===== config.mk =====
export PLATFORM = sky130hd
export DESIGN_NAME = hub_slot_sched_flat
export DESIGN_NICKNAME = d
export VERILOG_FILES = /design/src/rtl/hub_slot_sched_if.sv /design/src/rtl/hub_slot_sched.sv /design/src/flat_wrapper.sv
export SDC_FILE = /design/constraint.sdc
export NUM_CORES = 1
export LEC_CHECK = 0
export ABC_CLOCK_PERIOD_IN_PS = 6300
export CAP_MARGIN = 30
export CORE_ASPECT_RATIO = 2
export CORE_MARGIN = 4
export CORE_UTILIZATION = 35
export CTS_CLUSTER_DIAMETER = 60
export DETAILED_ROUTE_END_ITERATION = 6
export PLACE_DENSITY = 0.64
export SYNTH_ARGS = -nofsm -noshare
export SYNTH_HDL_FRONTEND = slang
export SYNTH_SLANG_ARGS = --single-unit

===== constraint.sdc =====
create_clock -name clk_cog -period 6.3 [get_ports clk_cog]
set_clock_uncertainty 0.05 [all_clocks]
set_input_delay 0.63 -clock clk_cog [delete_from_list [all_inputs] [get_ports clk_cog]]
set_output_delay 0.63 -clock clk_cog [all_outputs]
set_load 0.02 [all_outputs]

===== src/rtl/hub_slot_sched_if.sv =====
// Hub slot scheduler bundle: mode/enable inputs from the hub, bus strobe and
// cog select outputs toward the hub and every cog.
interface hub_slot_sched_if #(
  parameter int NUMCOGS = 8
) ();
  logic               skip_idle;
  logic [NUMCOGS-1:0] cog_ena;
  logic               ena_bus;
  logic [NUMCOGS-1:0] bus_sel;
  logic [3:0]         slot_idx;
  logic               slot_valid;
  logic               slot_start;
  logic               wrap;

  // master: the scheduler; slave: hub/cog side consuming the select
  modport master (
    input  skip_idle, cog_ena,
    output ena_bus, bus_sel, slot_idx, slot_valid, slot_start, wrap
  );

  modport slave (
    output skip_idle, cog_ena,
    input  ena_bus, bus_sel, slot_idx, slot_valid, slot_start, wrap
  );
endinterface


===== src/rtl/hub_slot_sched.sv =====
// Hub time-slot scheduler: NUMCOGS slots of SLOT_CYCLES clocks, fixed rotation
// or rotation restricted to enabled cogs, with one-hot select and wrap marker.
module hub_slot_sched #(
  parameter int NUMCOGS     = 8,
  parameter int SLOT_CYCLES = 2
) (
  input  logic             clk_cog,
  input  logic             nres,
  hub_slot_sched_if.master hub
);

  typedef enum logic {ST_PRE, ST_RUN} state_t;

  localparam logic [1:0] PH_LAST  = 2'(SLOT_CYCLES - 1);
  localparam logic [3:0] IDX_LAST = 4'(NUMCOGS - 1);

  state_t             r_state;
  state_t             w_state_nxt;
  logic [1:0]         r_phase;
  logic [3:0]         r_slot_idx;
  logic [NUMCOGS-1:0] r_bus_sel;
  logic               r_wrap;

  logic               w_adv;
  logic [1:0]         w_phase_nxt;
  logic [15:0]        w_ena_pad;
  logic               w_found;
  logic [3:0]         w_nxt_idx;
  logic [15:0]        w_sel_pad;
  logic               w_wrap_nxt;

  assign w_adv       = (r_phase == PH_LAST);
  assign w_phase_nxt = w_adv ? 2'd0 : r_phase + 2'd1;

  always_comb begin
    w_ena_pad              = '0;
    w_ena_pad[NUMCOGS-1:0] = hub.cog_ena;
  end

  // Reset leaves slot_idx at the last cog, so "search from slot_idx+1"
  // naturally starts at cog 0 for the first selection.
  always_comb begin
    logic [5:0] w_sum;
    w_found   = 1'b0;
    w_nxt_idx = r_slot_idx;
    w_sum     = '0;
    if (!hub.skip_idle) begin
      w_found   = 1'b1;
      w_nxt_idx = (r_slot_idx == IDX_LAST) ? 4'd0 : r_slot_idx + 4'd1;
    end else begin
      // Scan farthest-first so the nearest enabled cog is the last to win.
      for (int k = NUMCOGS; k >= 1; k--) begin
        w_sum = 6'(r_slot_idx) + 6'(k);
        if (w_sum >= 6'(NUMCOGS)) begin
          w_sum = w_sum - 6'(NUMCOGS);
        end
        if (w_ena_pad[w_sum[3:0]]) begin
          w_found   = 1'b1;
          w_nxt_idx = w_sum[3:0];
        end
      end
    end
  end

  always_comb begin
    w_sel_pad            = '0;
    w_sel_pad[w_nxt_idx] = 1'b1;
  end

  // ST_PRE means no cog has owned a slot since reset, which masks the wrap
  // marker on the first real selection; idle slots do not leave ST_PRE.
  always_comb begin
    w_state_nxt = r_state;
    w_wrap_nxt  = 1'b0;
    if (w_adv && w_found) begin
      w_state_nxt = ST_RUN;
      w_wrap_nxt  = (r_state == ST_RUN) && (w_nxt_idx <= r_slot_idx);
    end
  end

  always_ff @(posedge clk_cog or negedge nres) begin
    if (!nres) begin
      r_state <= ST_PRE;
    end else begin
      r_state <= w_state_nxt;
    end
  end

  always_ff @(posedge clk_cog or negedge nres) begin
    if (!nres) begin
      r_phase    <= 2'd0;
      r_slot_idx <= IDX_LAST;
      r_bus_sel  <= '0;
      r_wrap     <= 1'b0;
    end else begin
      r_phase <= w_phase_nxt;
      r_wrap  <= w_wrap_nxt;
      if (w_adv) begin
        if (w_found) begin
          r_bus_sel  <= w_sel_pad[NUMCOGS-1:0];
          r_slot_idx <= w_nxt_idx;
        end else begin
          r_bus_sel  <= '0;
        end
      end
    end
  end

  assign hub.ena_bus    = w_adv;
  assign hub.slot_start = (r_phase == 2'd0);
  assign hub.bus_sel    = r_bus_sel;
  assign hub.slot_idx   = r_slot_idx;
  assign hub.slot_valid = |r_bus_sel;
  assign hub.wrap       = r_wrap;

endmodule


===== src/flat_wrapper.sv =====
// flat-port wrapper written by rule: the top's interface ports become plain ports
module hub_slot_sched_flat 
#(
  parameter int NUMCOGS     = 8,
  parameter int SLOT_CYCLES = 2
)
  (clk_cog, nres, hub_skip_idle, hub_cog_ena, hub_ena_bus, hub_bus_sel, hub_slot_idx, hub_slot_valid, hub_slot_start, hub_wrap);
  hub_slot_sched_if #(.NUMCOGS(NUMCOGS)) hub_i ();
  input  logic clk_cog;
  input  logic nres;
  input wire logic [$bits(hub_i.skip_idle)-1:0] hub_skip_idle;
  input wire logic [$bits(hub_i.cog_ena)-1:0] hub_cog_ena;
  output wire logic [$bits(hub_i.ena_bus)-1:0] hub_ena_bus;
  output wire logic [$bits(hub_i.bus_sel)-1:0] hub_bus_sel;
  output wire logic [$bits(hub_i.slot_idx)-1:0] hub_slot_idx;
  output wire logic [$bits(hub_i.slot_valid)-1:0] hub_slot_valid;
  output wire logic [$bits(hub_i.slot_start)-1:0] hub_slot_start;
  output wire logic [$bits(hub_i.wrap)-1:0] hub_wrap;
  assign hub_i.skip_idle = hub_skip_idle;
  assign hub_i.cog_ena = hub_cog_ena;
  assign hub_ena_bus = hub_i.ena_bus;
  assign hub_bus_sel = hub_i.bus_sel;
  assign hub_slot_idx = hub_i.slot_idx;
  assign hub_slot_valid = hub_i.slot_valid;
  assign hub_slot_start = hub_i.slot_start;
  assign hub_wrap = hub_i.wrap;
  hub_slot_sched #(.NUMCOGS(NUMCOGS), .SLOT_CYCLES(SLOT_CYCLES)) u_core (.clk_cog(clk_cog), .nres(nres), .hub(hub_i));
endmodule

==> results of run 1 <==
## stage by stage
step / setup WS (ns) / instance area [um^2] / util / std cells
2_1_floorplan: 1.757 / 1977 / - / 220
3_3_place_gp: 1.722 / 2266 / 0.4144 / 296
3_5_place_dp: 1.610 / 2266 / 0.4144 / 296
4_1_cts: 1.575 / 2321 / 0.4245 / 300
5_1_grt: 1.223 / 2321 / 0.4245 / 300
6_report: 1.555 / 2321 / 0.4245 / 300
## layout by cell type (no fill, tap or decap), types with 2 or more instances in the layout
cell type	count
o22ai_1	4
clkbuf_8	4
inv_2	3
nor3_1	3
a21boi_1	3
a22oi_1	3
nand2_1	23
nor2_1	11
and2_1	3
ha_1	15
inv_1	12
nand2b_1	5
nor3b_1	2
or3_1	2
dfrtp_1	13
o311ai_0	2
o41ai_2	4
dfstp_2	3
mux2i_1	3
o41ai_1	4
a21oi_1	10
mux2_1	2
xnor2_1	5
a41o_1	2
nor4_1	2
o211a_1	2
clkdlybuf4s50_1	26
mux4_1	2
nor2b_1	8
mux2_2	8
o21a_1	2
and3b_1	2
a41oi_1	2
o2111ai_1	2
o21ai_0	13
o21ai_1	2
mux4_2	5
## per-layer routing
| layer | up-vias | global-route usage | part of all wire |
|---|---|---|---|
| met4 | 0 | 0.1346 | 0.081 |
| met5 | - | 0 | 0 |
| met3 | 33 | 0.01580 | 0.039 |
| met1 | 884 | 0.1732 | 0.34 |
| li1 | 876 | - | - |
| met2 | 71 | 0.3310 | 0.54 |
## cell type report
class | count | area, um^2
Fill cell | 540 | 3147
Multi-Input combinational cell | 179 | 1470
Sequential cell | 16 | 404.1
Timing Repair Buffer | 26 | 260.3
Tap cell | 60 | 75.07
Inverter | 15 | 56.30
Clock buffer | 4 | 55.05
## logic make-up after synthesis
logic type | after synthesis | share of synthesized area
buffers and inverters | 25 | 0.05190
adder cells (fa/ha/maj) | 15 | 0.09494
AND/OR/NAND/NOR | 70 | 0.1867
AO/OA/AOI/OAI | 68 | 0.2798
multiplexers | 20 | 0.1557
XOR/XNOR | 6 | 0.02658
flip-flops | 16 | 0.2044
## worst max-delay path by stage
stage                                        from                        end  slack [ns]  depth (start not counted)
2_1_floorplan  u_core.hub.slot_idx[0]$_DFFE_PN1P_  u_core.hub.wrap$_DFF_PN0_        1.76                         18
3_3_place_gp   u_core.hub.slot_idx[0]$_DFFE_PN1P_  u_core.hub.wrap$_DFF_PN0_        1.72                         16
3_5_place_dp   u_core.hub.slot_idx[0]$_DFFE_PN1P_  u_core.hub.wrap$_DFF_PN0_        1.61                         15
4_1_cts        u_core.hub.slot_idx[0]$_DFFE_PN1P_  u_core.hub.wrap$_DFF_PN0_        1.58                         15
5_1_grt        u_core.hub.slot_idx[0]$_DFFE_PN1P_  u_core.hub.wrap$_DFF_PN0_        1.22                         15
6_report       u_core.hub.slot_idx[0]$_DFFE_PN1P_  u_core.hub.wrap$_DFF_PN0_        1.55                         16
## flip-flops by register name, indices dropped and copies added, names as in the netlist
register and count:
u_core.r_phase 2, u_core.r_state 1, u_core.hub.bus_sel 8, u_core.hub.wrap 1, u_core.hub.slot_idx 4
## worst max-delay path, delay by kind of cell, from the launching register on
| family | cells | cell delay [ns] |
|---|---|---|
| AOI/OAI and AO/OA | 6 | 1.20 |
| and+or+nand+nor | 5 | 1.13 |
| DFF | 1 | 0.90 |
| adders and majority gates | 2 | 0.68 |
| muxes | 1 | 0.41 |
| buffers and inverters | 2 | 0.28 |
==> results.toml, run 1 <==
[sta]
fmax_mhz = 210.7
fin_tns_setup_ns = 0
slew-limit-headroom = 0.5426
hold_violations = 0
rsz0062_at_grt = "no"
finalMaxSlewViolations = 0
fin_crit_sh = 0.7532
period_minus_slack_ns = 4.745
whs_ns = 0.4152
setup_violations = 0
worst_pin_slew_ns = 0.6840

[grt]
grt_max_degree = 28
grt_pass1_vias = 1891
antenna_found_initial = 0
grt_pass1_wl_mm = 9.439
grt-ovfl-total = 0
track_usage = 0.1812

[detailed_routing]
first_pass_iters = 5
drtIter0Drc = 89
drtAntennaViolNets = 0
vias = 1864
drt-wirelength-per-cell_um = 19.95
drcViolationCount = 0
wl_mm = 5.984
avgViaCountPerCell = 6.213

[floorplan]
start_util = 0.3616
die-area_mm2 = 0.006987
rows = 38
die_w_um = 61.14
coreArea_mm2 = 0.005468
io_pins = 27
die_h_um = 114.3

[cells_and_area]
nNetsFinal = 267
layout-drive-gt1-share = 0.1417
area_growth_syn_to_layout_pct = 17.41
antennaDiodeCount = 0

[setup_path]
rr_worst_depth = 16
critical_path_class = "flop to flop"
required_ns = 6.41
r2r_start = "u_core.hub.slot_idx[0]$_DFFE_PN1P_"
cp_max_fo = 27
timing.rr.end = "u_core.hub.wrap$_DFF_PN0_"
critPathMaxStageDelay_ns = 0.90
crit_chain = "inv_1, ha_1, mux4_1, or3b_1, a2bb2o_4, or3_1, a311o_1, a31o_4, inv_2, ha_1, nor2b_1, o21ai_0, nand2b_1, a21oi_1, a41oi_1, nor3b_1"
r2r_setup_slack_ns = 1.55
crit_top_cell = "ha_1"
cp-end-kind = "flop"
critPathLaunchType = "flop"
slowest_stage = "dfstp_2"
cp.arrival_ns = 4.86

[synthesis]
ys_async_sr_fraction = 1.000
synth_top_cell_by_area = "dfrtp_1"
synth_fp_nets = 246
synth_edf_count = 0
syn_avg_cell_area_um2 = 8.986
netlist_top_cells_count = "23 x nand2_1, 15 x ha_1, 13 x dfrtp_1, 13 x o21ai_0, 12 x inv_1"
synth_cell_types = 61
synth_area_leaders = "dfrtp_1 16%, ha_1 9.5%, mux4_2 5.7%, mux2_2 4.6%, nand2_1 4.4%"
yosysMostFrequentCell = "nand2_1"
synth_top_area_share = 0.1646
synth-main-ff-cell = "dfrtp_1"
seq_area_frac_synth = 0.2044
synth_area_mm2 = 0.001977
synthCells = 220
ys_ff_latch = 16
yosysWarnings = 0

[status]
outcome = "finished clean"

[placed_design]
port_buffers = 26
globalplace.congestion = 0.9923
dp_hpwl_mm = 4.808

[clock_tree]
cts_sinks = 16
cts_resized = 0
cts_tree = "yes"
cts-root-buf = "clkbuf_8"
hold_buffers = 0
cts-buffers-inserted = 3
clk_latency_ns = 0.25
cts.path.max_buffers = 2
cts_setup_buffers = 0
clk_pin_slew_ns = 0.06
h-tree-depth = 1

[hold_path]
hold_end = "u_core.r_phase[0]$_DFF_PN0_"
hold_path_class = "flop to flop"
hold_depth = 1
hold_path.startpoint = "u_core.r_phase[0]$_DFF_PN0_"

[flow_run]
drv_cap = 0
Power of run 1 is left out: the tool's default activity adds up to more than one toggle a clock period on the data nets, which glitch-free logic cannot reach.
==> run 2, diff against run 1 <==
--- a/config.mk
+++ b/config.mk
@@ -5,7 +5,7 @@
 export SDC_FILE = /design/constraint.sdc
 export NUM_CORES = 1
 export LEC_CHECK = 0
-export ABC_CLOCK_PERIOD_IN_PS = 6300
+export ABC_CLOCK_PERIOD_IN_PS = 4640
 export CAP_MARGIN = 30
 export CORE_ASPECT_RATIO = 2
 export CORE_MARGIN = 4
==> constraint.sdc (replaced) <==
create_clock -name clk_cog -period 4.64 [get_ports clk_cog]
set_clock_uncertainty 0.05 [all_clocks]
set_input_delay 0.464 -clock clk_cog [delete_from_list [all_inputs] [get_ports clk_cog]]
set_output_delay 0.464 -clock clk_cog [all_outputs]
set_load 0.02 [all_outputs]
==> run 2 against run 1 <==
Final cell count grew 1.7%; die area is the same; critical endpoint unchanged; largest cell class unchanged; first-iteration DRC count shrank 24%; routed wire length shrank 2.9%; register-to-register slack lost 1.2 ns; via count shrank 0.70%; critical path type unchanged; critical path depth is the same; sequential share of layout area shrank 0.28 points.
==> results.toml, run 2 (synthesized netlist as in run 1, its figures left out) <==
[status]
outcome = "finished clean"

[clock_tree]
hold_buffers = 0
cts_setup_buffers = 0
clk_pin_slew_ns = 0.06
cts.path.max_buffers = 2
cts_tree = "yes"
h-tree-depth = 1
cts-root-buf = "clkbuf_8"
clk_latency_ns = 0.26
cts_resized = 0
cts-buffers-inserted = 3
cts_sinks = 16

[detailed_routing]
avgViaCountPerCell = 6.069
vias = 1851
wl_mm = 5.811
drtAntennaViolNets = 0
first_pass_iters = 4
drtIter0Drc = 68
drcViolationCount = 0
drt-wirelength-per-cell_um = 19.05

[placed_design]
globalplace.congestion = 0.9351
port_buffers = 26
dp_hpwl_mm = 4.570

[hold_path]
hold_end = "u_core.r_state$_DFFE_PN0P_"
hold_path_class = "flop to flop"
hold_depth = 1
hold_path.startpoint = "u_core.r_state$_DFFE_PN0P_"

[grt]
antenna_found_initial = 0
grt_pass1_vias = 1973
track_usage = 0.1817
grt_pass1_wl_mm = 9.591
grt-ovfl-total = 0
grt_max_degree = 27

[cells_and_area]
area_growth_syn_to_layout_pct = 19.30
nNetsFinal = 272
layout-drive-gt1-share = 0.1592
largest_reg_flops = 8
antennaDiodeCount = 0
layout_commonest_cell = "clkdlybuf4s50_1"
layout_common_cells = "26 x clkdlybuf4s50_1, 23 x nand2_1, 15 x ha_1, 13 x o21ai_0, 13 x dfrtp_1"

[sta]
fin_crit_sh = 0.9128
slew-limit-headroom = 0.5394
fmax_mhz = 236.1
finalMaxSlewViolations = 0
worst_pin_slew_ns = 0.6887
rsz0062_at_grt = "no"
fin_tns_setup_ns = 0
setup_violations = 0
period_minus_slack_ns = 4.235
hold_violations = 0

[setup_path]
critPathLaunchType = "flop"
slowest_stage = "dfstp_2"
r2r_start = "u_core.hub.slot_idx[0]$_DFFE_PN1P_"
cp-end-kind = "flop"
rr_worst_depth = 16
cp.arrival_ns = 4.36
path_buf_inv = 2
crit_top_cell = "ha_1"
r2r_setup_slack_ns = 0.40
timing.rr.end = "u_core.hub.wrap$_DFF_PN0_"
critical_path_class = "flop to flop"
critical-path-top-delay-family = "compound AO/OA/AOI/OAI gates"
cp_max_fo = 6
path_depth = 16
required_ns = 4.76
critPathMaxStageDelay_ns = 0.53
crit_chain = "inv_1, ha_1, mux4_1, or3b_1, a2bb2o_4, or3_1, a311o_1, a31o_4, inv_2, ha_1, nor2b_1, o21ai_0, nand2b_1, a21oi_1, a41oi_1, nor3b_1"

[floorplan]
io_pins = 27
start_util = 0.3616
rows = 38
die-area_mm2 = 0.006987
die_w_um = 61.14
die_h_um = 114.3
coreArea_mm2 = 0.005468

[flow_run]
drv_cap = 0
[run 2: per-stage QoR]
stage / setup WS, ns / instance area (um^2) / hold WS [ns] / std cells / utilization
global route: 0.1240 / 2359 / 0.4392 / 305 / 0.4314
floorplan: 0.09701 / 1977 / 0.1184 / 220 / -
finish: 0.4046 / 2359 / 0.4169 / 305 / 0.4314
CTS: 0.4181 / 2359 / 0.4182 / 305 / 0.4314
global placement: 0.4915 / 2303 / 0.3986 / 301 / 0.4213
detailed placement: 0.4665 / 2303 / 0.3991 / 301 / 0.4213
[run 2: layout make-up]
cell class | count | area, um^2
Inverter | 15 | 56.30
Fill cell | 528 | 3109
Clock buffer | 4 | 55.05
Sequential cell | 16 | 404.1
Tap cell | 60 | 75.07
Multi-Input combinational cell | 179 | 1470
Timing Repair Buffer | 31 | 297.8
[run 2: worst max-delay path by stage]
stage                                                   from                        end  slack (ns)
final                     u_core.hub.slot_idx[0]$_DFFE_PN1P_  u_core.hub.wrap$_DFF_PN0_        0.40
after global routing      u_core.hub.slot_idx[0]$_DFFE_PN1P_  u_core.hub.wrap$_DFF_PN0_        0.12
after CTS                 u_core.hub.slot_idx[0]$_DFFE_PN1P_  u_core.hub.wrap$_DFF_PN0_        0.42
after detailed placement  u_core.hub.slot_idx[0]$_DFFE_PN1P_  u_core.hub.wrap$_DFF_PN0_        0.47
after global placement    u_core.hub.slot_idx[0]$_DFFE_PN1P_  u_core.hub.wrap$_DFF_PN0_        0.49
after floorplan           u_core.hub.slot_idx[0]$_DFFE_PN1P_  u_core.hub.wrap$_DFF_PN0_         0.1
[run 2: per-layer routing]
layer  GRT usage  wire length (um)  up-vias
li1            -                 -      888
met1      0.1965              2126      870
met2      0.3062              3066       62
met3     0.02144               200       31
met4      0.1331               418        0
met5           0                 0        -
[run 2: worst register-to-register path, stage by stage, from the launching register on]
cell and delay (ns):
dfstp_2 0.53, inv_1 0.08, ha_1 0.40, mux4_1 0.42
or3b_1 0.40, a2bb2o_4 0.24, or3_1 0.35, a311o_1 0.34
a31o_4 0.28, inv_2 0.10, ha_1 0.24, nor2b_1 0.13
o21ai_0 0.13, nand2b_1 0.07, a21oi_1 0.15, a41oi_1 0.06
nor3b_1 0.19
Power of run 2 is left out for the same reason.
==> run 3, diff against run 2 <==
--- a/config.mk
+++ b/config.mk
@@ -8,10 +8,11 @@
 export ABC_CLOCK_PERIOD_IN_PS = 4640
 export CAP_MARGIN = 30
 export CORE_ASPECT_RATIO = 2
-export CORE_MARGIN = 4
 export CORE_UTILIZATION = 35
 export CTS_CLUSTER_DIAMETER = 60
 export DETAILED_ROUTE_END_ITERATION = 6
+export GPL_TIMING_DRIVEN = 0
+export HOLD_SLACK_MARGIN = 0.02
 export PLACE_DENSITY = 0.64
 export SYNTH_ARGS = -nofsm -noshare
 export SYNTH_HDL_FRONTEND = slang
==> run 3 against run 2 <==
Clock-buffer cell count stayed put; sequential share of layout area fell by 0.71 points; largest cell class unchanged; final cell count is 3.0% higher; final area is 4.4% higher; highest routed layer unchanged; flip-flop and latch count did not move.
==> results.toml, run 3 (synthesized netlist as in run 1, its figures left out) <==
[status]
outcome = "finished clean"

[clock_tree]
cts.path.max_buffers = 2
cts-root-buf = "clkbuf_8"
cts-buffers-inserted = 3
h-tree-depth = 1
cts_sinks = 16
clk_pin_slew_ns = 0.06
cts_tree = "yes"
clk_latency_ns = 0.25

[grt]
track_usage = 0.2059
grt-ovfl-total = 0
globalRouteMet2Util = 0.3890
grt_max_degree = 20
antenna_found_initial = 0
grt_pass1_wl_mm = 8.797
met1_usage = 0.1900
grt_pass1_vias = 1856
grt_busiest_layer = "met2"
use_met3 = 0.01406

[floorplan]
io_pins = 27
coreArea_mm2 = 0.005420
die_h_um = 108.3
rows = 38
die-area_mm2 = 0.005971
start_util = 0.3647
die_w_um = 55.14

[hold_path]
hold_path_class = "flop to flop"
hold_depth = 1

[detailed_routing]
first_pass_iters = 4
drtAntennaViolNets = 0
drtIter0Drc = 62
avgViaCountPerCell = 6.086
drt-wirelength-per-cell_um = 18.38
vias = 1911
wl_mm = 5.771
drcViolationCount = 0

[sta]
hold_violations = 0
whs_ns = 0.4064
worst_pin_slew_ns = 0.6734
period_minus_slack_ns = 4.418
setup_violations = 0
fmax_mhz = 226.3
finalMaxSlewViolations = 0
slew-limit-headroom = 0.5497
fin_crit_sh = 0.9522
rsz0062_at_grt = "no"

[cells_and_area]
antennaDiodeCount = 0
largest_reg_flops = 8
fill_cells = 568
layout-drive-gt1-share = 0.2008
layout_common_cells = "26 x clkdlybuf4s50_1, 23 x nand2_1, 13 x ha_1, 13 x dfrtp_1, 12 x o21ai_0"
layout_commonest_cell = "clkdlybuf4s50_1"
nNetsFinal = 281
area_growth_syn_to_layout_pct = 24.49

[placed_design]
port_buffers = 26
dp_hpwl_mm = 4.567
globalplace.congestion = 0.9324

[setup_path]
r2r_setup_slack_ns = 0.22
rr_worst_depth = 17
path_buf_inv = 3
slowest_stage = "dfstp_2"
cp_max_fo = 19
cp-end-kind = "flop"
crit_chain = "buf_12, inv_1, ha_4, mux4_2, or3b_1, a2bb2o_4, or3_1, a311o_1, a31o_4, inv_2, ha_1, nor2b_1, o21ai_1, nand2b_1, a21oi_1, a41oi_1, nor3b_2"
cp.arrival_ns = 4.53
critPathMaxStageDelay_ns = 0.58
critical-path-top-delay-family = "compound AO/OA/AOI/OAI gates"
required_ns = 4.75
critPathLaunchType = "flop"
critical_path_class = "flop to flop"
path_depth = 17

[flow_run]
drv_cap = 0
## run 3: cell types whose count changed in the layout (fill, tap and decap cells not counted), sizes merged
| cell | before | now |
|---|---|---|
| buf | 5 | 10 |
| clkbuf | 4 | 8 |
| clkinvlp | 0 | 1 |
| inv | 15 | 14 |
## run 3: layout make-up
class	count	area, um^2	area share
Multi-Input combinational cell	179	1501	0.6101
Sequential cell	16	404.1	0.1642
Timing Repair Buffer	32	305.3	0.1240
Tap cell	60	75.07	0.03050
Buffer	8	60.06	0.02440
Inverter	15	60.06	0.02440
Clock buffer	4	55.05	0.02237
## run 3: worst paths after layout
| check | start | endpoint |
|---|---|---|
| min in group asynchronous | nres | u_core.hub.bus_sel[7]$_DFFE_PN0P_ |
| setup reg to reg | u_core.hub.slot_idx[0]$_DFFE_PN1P_ | u_core.hub.wrap$_DFF_PN0_ |
| hold / removal | u_core.r_state$_DFFE_PN0P_ | u_core.r_state$_DFFE_PN0P_ |
| hold reg to reg | u_core.r_state$_DFFE_PN0P_ | u_core.r_state$_DFFE_PN0P_ |
| max in group asynchronous | nres | u_core.hub.slot_idx[3]$_DFFE_PN0P_ |
| setup / recovery | u_core.hub.slot_idx[0]$_DFFE_PN1P_ | u_core.hub.wrap$_DFF_PN0_ |
## run 3: through the flow
step	setup TNS (ns)	cells	area (um^2)	worst slack, ns	util
2_1_floorplan	0	220	1977	0.09701	-
3_3_place_gp	-0.5167	306	2312	-0.5167	0.4266
3_5_place_dp	-0.5897	306	2312	-0.5897	0.4266
4_1_cts	0	313	2420	0.005872	0.4464
5_1_grt	0	314	2461	0.02669	0.4541
6_report	0	314	2461	0.2216	0.4541
## run 3: worst register-to-register path: stages, from the launching register on
cell and delay (ns):
dfstp_2 0.58, buf_12 0.17, inv_1 0.12, ha_4 0.29, mux4_2 0.38, or3b_1 0.40
a2bb2o_4 0.26, or3_1 0.34, a311o_1 0.33, a31o_4 0.29, inv_2 0.11, ha_1 0.25
nor2b_1 0.14, o21ai_1 0.12, nand2b_1 0.06, a21oi_1 0.15, a41oi_1 0.08, nor3b_2 0.22
## run 3: routing by layer
metal	vias up	wire length [um]	part of all wire
li1	898	-	-
met1	903	2007	0.35
met2	86	3175	0.55
met3	24	220	0.038
met4	0	366	0.063
met5	-	0	0
## run 3: timing repair
action / 4_1_cts / 5_1_grt
resized for setup: 10 / 6
buffers inserted: 5 / 1
endpoints found under the setup margin: 1 / 1
hold buffers: 0 / 0
endpoints found under the hold margin: 0 / 0
pin swaps: 0 / 1
Power of run 3 is left out for the same reason.
